===== src/rtl/pcpi_coproc_mux_if.sv =====
// +--------------------------------------------------------------------------+
// | pcpi_coproc_mux_if : core-side PCPI port plus NUM_CP coprocessor ports     |
// | Revision: 1.0                                                              |
// +--------------------------------------------------------------------------+
`default_nettype none

interface pcpi_coproc_mux_if #(
  parameter int NUM_CP = 2
);
  logic                     core_valid;
  logic [31:0]              core_insn;
  logic [31:0]              core_rs1;
  logic [31:0]              core_rs2;
  logic                     core_wr;
  logic [31:0]              core_rd;
  logic                     core_wait;
  logic                     core_ready;
  logic                     core_illegal;
  logic [NUM_CP-1:0]        cp_valid;
  logic [31:0]              cp_insn;
  logic [31:0]              cp_rs1;
  logic [31:0]              cp_rs2;
  logic [NUM_CP-1:0]        cp_wr;
  logic [32*NUM_CP-1:0]     cp_rd;
  logic [NUM_CP-1:0]        cp_wait;
  logic [NUM_CP-1:0]        cp_ready;

  // Environment side: drives the core request and the coprocessor responses.
  modport master (
    output core_valid, core_insn, core_rs1, core_rs2,
    input  core_wr, core_rd, core_wait, core_ready, core_illegal,
    input  cp_valid, cp_insn, cp_rs1, cp_rs2,
    output cp_wr, cp_rd, cp_wait, cp_ready
  );

  // Mux side.
  modport slave (
    input  core_valid, core_insn, core_rs1, core_rs2,
    output core_wr, core_rd, core_wait, core_ready, core_illegal,
    output cp_valid, cp_insn, cp_rs1, cp_rs2,
    input  cp_wr, cp_rd, cp_wait, cp_ready
  );
endinterface

`default_nettype wire


===== src/rtl/pcpi_coproc_mux.sv =====
// +--------------------------------------------------------------------------+
// | pcpi_coproc_mux : broadcasts a PCPI request to NUM_CP coprocessors, locks  |
// | onto the first claimer and returns its result; illegal on claim timeout.   |
// | Optional macro PCPI_RESP_REG_EN registers the response (+1 cycle).        |
// | Revision: 1.0                                                              |
// +--------------------------------------------------------------------------+
`default_nettype none

module pcpi_coproc_mux #(
  parameter int NUM_CP  = 2,
  parameter int TIMEOUT = 16
) (
  input  logic              clk,
  input  logic              resetn,
  pcpi_coproc_mux_if.slave  bus
);

  localparam int OWN_W = (NUM_CP > 1) ? $clog2(NUM_CP) : 1;
  localparam int CNT_W = $clog2(TIMEOUT);

  typedef enum logic [2:0] {
    IDLE  = 3'd0,
    PROBE = 3'd1,
    OWNED = 3'd2,
`ifdef PCPI_RESP_REG_EN
    RESP  = 3'd4,
`endif
    DRAIN = 3'd3
  } state_t;

`ifdef PCPI_RESP_REG_EN
  localparam state_t AFTER_DONE = RESP;
`else
  localparam state_t AFTER_DONE = DRAIN;
`endif

  state_t             state, state_nxt;
  logic [OWN_W-1:0]   owner, owner_nxt;
  logic [CNT_W-1:0]   count, count_nxt;

  logic [NUM_CP-1:0]  claim_vec;
  logic               claim;
  logic [OWN_W-1:0]   claim_idx;
  logic [OWN_W-1:0]   sel;
  logic [31:0]        rd_arr [NUM_CP];
  logic [31:0]        sel_rd;
  logic               sel_wr;
  logic               complete;
  logic [NUM_CP-1:0]  cp_valid_c;
  logic               wait_c;
  logic               illegal_c;

  assign claim_vec = bus.cp_wait | bus.cp_ready;
  assign claim     = |claim_vec;

  always_comb begin
    claim_idx = '0;
    for (int i = NUM_CP - 1; i >= 0; i--) begin
      if (claim_vec[i]) claim_idx = OWN_W'(i);
    end
  end

  for (genvar g = 0; g < NUM_CP; g++) begin : g_rd_unpack
    assign rd_arr[g] = bus.cp_rd[32*g +: 32];
  end

  // While probing, the owner is not yet registered; a single-cycle
  // coprocessor must be selected directly from the claim priority.
  assign sel    = (state == PROBE) ? claim_idx : owner;
  assign sel_rd = rd_arr[sel];
  assign sel_wr = bus.cp_wr[sel];

  always_comb begin
    state_nxt  = state;
    owner_nxt  = owner;
    count_nxt  = count;
    complete   = 1'b0;
    cp_valid_c = '0;
    wait_c     = 1'b0;
    illegal_c  = 1'b0;
    case (state)
      IDLE: begin
        count_nxt = '0;
        if (bus.core_valid) state_nxt = PROBE;
      end
      PROBE: begin
        cp_valid_c = {NUM_CP{bus.core_valid}};
        wait_c     = |bus.cp_wait;
        count_nxt  = count + CNT_W'(1);
        if (!bus.core_valid) begin
          state_nxt = IDLE;
        end else if (claim) begin
          owner_nxt = claim_idx;
          if (bus.cp_ready[claim_idx]) begin
            complete  = 1'b1;
            state_nxt = AFTER_DONE;
          end else begin
            state_nxt = OWNED;
          end
        end else if (count == CNT_W'(TIMEOUT - 1)) begin
          illegal_c = 1'b1;
          state_nxt = DRAIN;
        end
      end
      OWNED: begin
        cp_valid_c = bus.core_valid ? (NUM_CP'(1) << owner) : '0;
        wait_c     = bus.cp_wait[owner];
        if (!bus.core_valid) begin
          state_nxt = IDLE;
        end else if (bus.cp_ready[owner]) begin
          complete  = 1'b1;
          state_nxt = AFTER_DONE;
        end
      end
`ifdef PCPI_RESP_REG_EN
      RESP: begin
        wait_c    = 1'b1;
        state_nxt = DRAIN;
      end
`endif
      DRAIN: begin
        if (!bus.core_valid) state_nxt = IDLE;
      end
      default: state_nxt = IDLE;
    endcase
  end

  always_ff @(posedge clk) begin
    if (!resetn) begin
      state <= IDLE;
      owner <= '0;
      count <= '0;
    end else begin
      state <= state_nxt;
      owner <= owner_nxt;
      count <= count_nxt;
    end
  end

`ifdef PCPI_RESP_REG_EN
  logic        resp_wr;
  logic [31:0] resp_rd;

  always_ff @(posedge clk) begin
    if (!resetn) begin
      resp_wr <= 1'b0;
      resp_rd <= '0;
    end else if (complete) begin
      resp_wr <= sel_wr;
      resp_rd <= sel_rd;
    end
  end

  assign bus.core_ready = (state == RESP);
  assign bus.core_wr    = (state == RESP) & resp_wr;
  assign bus.core_rd    = (state == RESP) ? resp_rd : '0;
`else
  assign bus.core_ready = complete;
  assign bus.core_wr    = complete & sel_wr;
  assign bus.core_rd    = complete ? sel_rd : '0;
`endif

  assign bus.core_wait    = wait_c;
  assign bus.core_illegal = illegal_c;
  assign bus.cp_valid     = cp_valid_c;
  assign bus.cp_insn      = bus.core_insn;
  assign bus.cp_rs1       = bus.core_rs1;
  assign bus.cp_rs2       = bus.core_rs2;

endmodule

`default_nettype wire


===== src/flat_wrapper.sv =====
// flat-port wrapper written by rule: the top's interface ports become plain ports
module pcpi_coproc_mux_flat 
#(
  parameter int NUM_CP  = 2,
  parameter int TIMEOUT = 16
)
  (clk, resetn, bus_core_valid, bus_core_insn, bus_core_rs1, bus_core_rs2, bus_core_wr, bus_core_rd, bus_core_wait, bus_core_ready, bus_core_illegal, bus_cp_valid, bus_cp_insn, bus_cp_rs1, bus_cp_rs2, bus_cp_wr, bus_cp_rd, bus_cp_wait, bus_cp_ready);
  pcpi_coproc_mux_if #(.NUM_CP(NUM_CP)) bus_i ();
  input  logic clk;
  input  logic resetn;
  input wire logic [$bits(bus_i.core_valid)-1:0] bus_core_valid;
  input wire logic [$bits(bus_i.core_insn)-1:0] bus_core_insn;
  input wire logic [$bits(bus_i.core_rs1)-1:0] bus_core_rs1;
  input wire logic [$bits(bus_i.core_rs2)-1:0] bus_core_rs2;
  output wire logic [$bits(bus_i.core_wr)-1:0] bus_core_wr;
  output wire logic [$bits(bus_i.core_rd)-1:0] bus_core_rd;
  output wire logic [$bits(bus_i.core_wait)-1:0] bus_core_wait;
  output wire logic [$bits(bus_i.core_ready)-1:0] bus_core_ready;
  output wire logic [$bits(bus_i.core_illegal)-1:0] bus_core_illegal;
  output wire logic [$bits(bus_i.cp_valid)-1:0] bus_cp_valid;
  output wire logic [$bits(bus_i.cp_insn)-1:0] bus_cp_insn;
  output wire logic [$bits(bus_i.cp_rs1)-1:0] bus_cp_rs1;
  output wire logic [$bits(bus_i.cp_rs2)-1:0] bus_cp_rs2;
  input wire logic [$bits(bus_i.cp_wr)-1:0] bus_cp_wr;
  input wire logic [$bits(bus_i.cp_rd)-1:0] bus_cp_rd;
  input wire logic [$bits(bus_i.cp_wait)-1:0] bus_cp_wait;
  input wire logic [$bits(bus_i.cp_ready)-1:0] bus_cp_ready;
  assign bus_i.core_valid = bus_core_valid;
  assign bus_i.core_insn = bus_core_insn;
  assign bus_i.core_rs1 = bus_core_rs1;
  assign bus_i.core_rs2 = bus_core_rs2;
  assign bus_core_wr = bus_i.core_wr;
  assign bus_core_rd = bus_i.core_rd;
  assign bus_core_wait = bus_i.core_wait;
  assign bus_core_ready = bus_i.core_ready;
  assign bus_core_illegal = bus_i.core_illegal;
  assign bus_cp_valid = bus_i.cp_valid;
  assign bus_cp_insn = bus_i.cp_insn;
  assign bus_cp_rs1 = bus_i.cp_rs1;
  assign bus_cp_rs2 = bus_i.cp_rs2;
  assign bus_i.cp_wr = bus_cp_wr;
  assign bus_i.cp_rd = bus_cp_rd;
  assign bus_i.cp_wait = bus_cp_wait;
  assign bus_i.cp_ready = bus_cp_ready;
  pcpi_coproc_mux #(.NUM_CP(NUM_CP), .TIMEOUT(TIMEOUT)) u_core (.clk(clk), .resetn(resetn), .bus(bus_i));
endmodule

===== config.mk =====
export PLATFORM = sky130hd
export DESIGN_NAME = pcpi_coproc_mux_flat
export DESIGN_NICKNAME = d
export VERILOG_FILES = /design/src/rtl/pcpi_coproc_mux_if.sv /design/src/rtl/pcpi_coproc_mux.sv /design/src/flat_wrapper.sv
export SDC_FILE = /design/constraint.sdc
export NUM_CORES = 1
export LEC_CHECK = 0
export ABC_AREA = 1
export CAP_MARGIN = 20
export CORE_AREA = 2 2 118 120
export DETAILED_ROUTE_END_ITERATION = 10
export DIE_AREA = 0 0 120 122
export PLACE_DENSITY = 0.58
export SLEW_MARGIN = 20
export SYNTH_ARGS = -nofsm -noshare
export SYNTH_HDL_FRONTEND = slang
export SYNTH_SLANG_ARGS = --single-unit
export TNS_END_PERCENT = 1

===== constraint.sdc =====
create_clock -name clk -period 1.9 [get_ports clk]
set_input_delay 0.19 -clock clk [delete_from_list [all_inputs] [get_ports clk]]
set_output_delay 0.19 -clock clk [all_outputs]
set_load 0.05 [all_outputs]

# Word-level counts from Yosys, hierarchy flattened
# Cells that the tools add are included.
[classes] add_sub_neg=1 magnitude_cmp=4 n_eq_ne=8 n_shift=1 muxes=38 bitwise=3 n_reduce_logical=6
[op_table] cell="two-way mux 32 bit" count=4
[op_table] cell="two-way mux 1 bit" count=21
[op_table] cell="two-way mux 3 bit" count=7
[op_table] cell="one-hot mux 3 bit (4 select lines)" count=1
[op_table] cell="one-hot mux 4 bit (2 select lines)" count=1
[op_table] cell="== test 3 x 2 -> 1 bit, second input constant" count=2
[op_table] cell="less-than comparator 1 x 2 -> 1 bit, second input constant" count=3
[op_table] cell="adder 4 x 1 -> 4 bit, second input constant" count=1
[op_table] cell="== test 4 bit, second input constant" count=1
[op_table] cell="inequality test 2 bit, second input constant" count=2
[op_table] cell="inequality test 4 x 3 -> 1 bit, second input constant" count=1
[op_table] cell="one-hot mux 1 bit (2 select lines)" count=2
[op_table] cell="one-hot mux 2 bit (2 select lines)" count=1
[op_table] cell="AND reduction 4 bit" count=1
[op_table] cell="OR reduction 2 bit" count=2
[op_table] cell="== test 3 x 1 -> 1 bit, second input constant" count=1
[op_table] cell="logical NOT 3 bit" count=1
[op_table] cell="inequality test 3 x 2 -> 1 bit, second input constant" count=1
[op_table] cell="AND reduction 3 bit" count=1
[op_table] cell=">= comparator 2 bit, second input constant" count=1
[op_table] cell="two-way mux 2 bit" count=1
[op_table] cell="inverter 1 -> 2 bit" count=1
[op_table] cell="bitwise OR 2 bit" count=1
[op_table] cell="nonzero test 2 bit" count=1
[op_table] cell="other kinds (2)" count=2
[word_totals] reg_bits=8 input_bits=169 output_inout_bits=134 wordCells=64

# Logic depth before layout (Yosys ltp)
[logic_depth] depth_word=10 depth_mapped=10 ltp_nobuf=10

# Worst setup path after synthesis
# OpenSTA, ideal clock, no wires.
[synth_timing] kind="flip-flop to output port" start="reg u_core.state[0]" end="out bus_core_rd[22]" arrival_time_ps=1947 required_ps=1710 path_slack_ps=-237 stages_incl_launch_ff=9 n_path_buf=1 cell_sequence="dfxtp_1 > inv_1 > ha_1 > nand3_2 > nand3_2 > nor2_4 > buf_6 > o21ai_0 > nor2_1"
[synth_between] word_cells_on_any_way=9 cone_classes="2 x eq/ne; 6 x mux; 1 x bitwise"
[synth_lines] element="start, declared" line="pcpi_coproc_mux.sv:37" rtl="state_t state, state_nxt;"
[synth_lines] element="start signal, assigned" line="pcpi_coproc_mux.sv:134" rtl="state <= state_nxt;"
[synth_lines] element="== test 3 x 2 -> 1 bit or == test 3 x 1 -> 1 bit (tied branches)" line="pcpi_coproc_mux.sv:81" rtl="case (state)"
[synth_lines] element="one-hot mux 1 bit (2 select lines) *" line="pcpi_coproc_mux.sv:81"
[synth_lines] element="named net bus_core_ready" line="flat_wrapper.sv:18" rtl="output wire logic [$bits(bus_i.core_ready)-1:0] bus_core_ready;"
[synth_lines] element="two-way mux 32 bit *" line="pcpi_coproc_mux.sv:160" rtl="assign bus.core_rd = complete ? sel_rd : '0;"
[synth_lines] element="end, declared" line="flat_wrapper.sv:16" rtl="output wire logic [$bits(bus_i.core_rd)-1:0] bus_core_rd;"
# The timed path passes the listed nets; every way through them passes the cells marked *. The select of a mux whose other input is x is not followed.

# Worst setup path in the final report
[layout_timing] start="reg u_core.state[1]" end="out bus_core_rd[23]"
[layout_between] elab_chain_len=7 word_cells_on_any_way=9 cone_classes="2 x eq/ne; 6 x mux; 1 x bitwise"
[layout_rtl] element="== test 3 x 1 -> 1 bit" line="pcpi_coproc_mux.sv:69, pcpi_coproc_mux.sv:81"
[layout_rtl] element="two-way mux 1 bit" line="pcpi_coproc_mux.sv:69" rtl="assign sel = (state == PROBE) ? claim_idx : owner;"
[layout_rtl] element="inverter 1 -> 2 bit (implied by the code)" line="pcpi_coproc_mux.sv:70" rtl="assign sel_rd = rd_arr[sel];"
[layout_rtl] element="two-way mux 32 bit (implied by the code) (3 in a row)" line="pcpi_coproc_mux.sv:70"
[layout_rtl] element="two-way mux 32 bit *" line="pcpi_coproc_mux.sv:160"
# Every way passes the cells marked *; elsewhere a longest branch is shown, timed or not. The select of a mux whose other input is x is not followed.

==> results by group <==
STA
  – RSZ-0062 raised after global routing: true
  – Fin crit period: 2020 ps
  – Final Hold Fails: 0
  – Worst slew pin tran: 229 ps
  – Peak Freq: 496 MHz
  – Clock skew: 6.03 ps
  – Final worst-path cycle share: 106%
  – Slew Viols, Final: 0
  – Final worst slack: -117 ps
  – Final setup vio count: 35
  – Max_slew headroom: 84.5%
  – Hold WS: 380 ps
  – Setup TNS: -2540 ps

CTS
  – CTS sink count: 7
  – Root Buffer: clkbuf_16
  – CTS tree: yes
  – Clock Tree Buf Depth: 2
  – CTS Hold Bufs: 0
  – Clk_lat worst skew: 230 ps
  – TritonCTS buffer count: 3
  – Worst-path clk slew: 40 ps
  – Depth of the CTS H-tree: 1

Setup path
  – Largest delay share family, worst path: buffers and inverters
  – Critical Path Max Stage Delay: 380 ps
  – Setup crit end kind: output port
  – Worst path bufs/invs: 4
  – Critical-path cell list: inv_4, ha_4, nand3_4, nor2_4, buf_12, buf_16, o21ai_0, nor2_2, buf_12
  – Slowest cell on crit path: dfxtp_4
  – Crit path launch: u_core.state[1]
  – Worst Path Max Fanout: 6
  – Critical R2R Launch: u_core.state[1]
  – Most common cell on crit path: buf_12
  – Worst path arrival time: 1830 ps
  – Critical path class: flip-flop to output port
  – Critical path startpoint category: flip-flop
  – WP data required: 1710 ps

Die
  – Initial core utilization: 13.3%
  – Die Footprint: 0.0146 mm^2
  – Die W: 120 um
  – FP Rows: 43
  – Core outline area: 0.0135 mm^2
  – Die height: 122 um
  – IO Pins: 303

Yosys
  – Primary FF master, synth: dfxtp_1
  – Post-synthesis simple-gate area fraction: 26.9%
  – Synthesized area: 0.00180 mm^2
  – YS warnings: 0
  – Largest family of logic cells by synthesized area: buffers and inverters
  – Seq cells post-synth: 7
  – Ys async rst share: 0%
  – Mux contribution to synthesized area: 0%
  – Post-synth top cells: 99 x buf_4, 81 x nor2_1, 24 x o21ai_0, 22 x nand2_1, 13 x o21ai_1
  – Library cells used by synthesis: 22
  – Post-Synthesis Mean Instance Area: 6.05 um^2
  – Count leader, synth: buf_4
  – Largest area contributor in the netlist: buf_4
  – Post-synth top area share: 41.3%
  – Synth top area cells: buf_4 41%, nor2_1 17%, dfxtp_1 7.8%
  – Adder-Cell Fraction of Synth Area: 4.17%
  – Sequential fraction of the synthesis area: 7.78%
  – Number of synthesized flops with an enable pin: 0
  – Synth Area in Compound Gates: 14.2%
  – Synth Area in XOR/XNOR: 0%
  – Synth Net Count: 473
  – Post-Syn Instances: 298

Route
  – Drt total wl: 8.63 mm
  – Initial detailed-routing violation count: 109
  – Vias: 1959
  – Met3 WL post-DR: 1.41 mm
  – DR DRC count: 0
  – M1 WL: 2.80 mm
  – Max Used Layer: met4
  – Via density: 3.78
  – Antenna Nets Post-Route: 0
  – Initial DRT Pass Iterations: 4
  – WL/cell: 16.7 um
  – WL met2: 4.28 mm

Hold path
  – HP Class: input port to output port
  – HP Start: bus_core_insn[1]

Layout
  – N_diodes: 0
  – Non-Filler Instances: 518
  – Layout Utilization: 24.8%
  – Area Overhead vs Synth: 85.6%
  – # nets final: 514
  – Layout cells sized above 1: 39.3%
  – Fin area: 0.00334 mm^2

Placed design
  – Area after DPL: 0.00295 mm^2
  – DP Worst Slack: -169 ps
  – Placed Cells: 506
  – # port buffers: 110
  – Final HPWL DP: 6.94 mm
  – Routability-driven placement congestion ratio: 0.719

Global routing
  – First-pass GRT wire length: 12.5 mm
  – Gr ovfl total: 0
  – Vias in the first global route: 2133
  – Largest net degree at the start of global routing: 23
  – Initial antenna violation count: 0
  – Gr usage total: 11.1%

Run
  – Max Cap Violations: 0

Status
  – Status: complete, but fails checks
  – Failing checks: setup timing

Power
  – Sw Ratio: 44.5%
  – Clock power share: 14.7%
  – Int Pwr: 1.36 mW
  – Psw: 1.10 mW
  – Seq pwr share: 7.6%
  – Overall power: 2.46 mW
  – Comb power frac: 77.7%
  – Worst vdd ir: 233 uV
  – Leak Pwr: 1.30 nW
  – Power Dens Cells: 735 mW/mm^2
[cells by family after synthesis]
| family | Yosys count |
|---|---|
| buffers and inverters | 119 |
| and+or+nand+nor | 116 |
| AOI/OAI and AO/OA | 50 |
| DFF | 7 |
| adders and majority gates | 6 |
[area by class of cell]
| class | instances | area, um^2 |
|---|---|---|
| fill | 1441 | 10200 |
| inverter | 14 | 60.1 |
| timing repair buffer | 141 | 1860 |
| tap | 180 | 225 |
| sequential | 7 | 145 |
| clock buffer | 4 | 78.8 |
| multi-input combinational | 172 | 971 |
[worst paths after layout]
path	slack, ps	endpoint	cells past startpoint
worst min register to register	480	u_core.count[3]	1
worst min-delay path	380	bus_cp_insn[1]	0
worst max-delay path	-120	bus_core_rd[23]	9
worst max register to register	330	u_core.state[0]	12
[power groups by stage]
stage                     clock (mW)  combinational (mW)  sequential, mW
after floorplan                    0                1.36           0.179
after global placement             0                1.62           0.179
after detailed placement           0                1.64           0.181
after CTS                      0.366                1.91           0.185
after global routing           0.378                2.04           0.188
final                          0.362                1.91           0.186
[worst reg2reg max path, delay by kind of cell (launching register included)]
family                   cells  cell delay, ps
adder cells (fa/ha/maj)      1             210
buffers and inverters        4             420
flip-flops                   1             380
AND/OR/NAND/NOR              7             450
[repair_timing]
action,CTS,global route
endpoints found under the setup margin,36,36
endpoints found under the hold margin,0,0
pin swaps,20,17
cloned,4,0
setup buffers,6,0
resized for setup,54,17
[metal layers]
layer,up-vias,global-route usage (%)
li1,922,-
met1,856,10.6
met2,165,19.4
met3,16,8.05
met4,0,2.43
met5,-,0
[placed cells by master, fill, tap and decap left out, types with 2 or more instances in the layout]
cell type / synthesis / routed
o21ai_2: 0 / 11
inv_1: 11 / 9
buf_16: 0 / 4
ha_1: 6 / 4
o21ai_1: 13 / 18
clkdlybuf4s50_1: 0 / 71
buf_4: 99 / 20
o21ai_0: 24 / 8
a21oi_1: 11 / 11
ha_4: 0 / 2
nor2_2: 1 / 34
nor2_4: 2 / 2
nand2_1: 22 / 22
clkbuf_16: 0 / 4
nand3_1: 5 / 5
buf_6: 3 / 2
buf_12: 0 / 41
inv_2: 2 / 3
nor2_1: 81 / 48
dfxtp_1: 7 / 5
[registers in the layout (all words and copies together), names as in the netlist]
signal / flops
u_core.count: 4
u_core.owner: 1
u_core.state: 2
(Power assumes the default switching activity.)
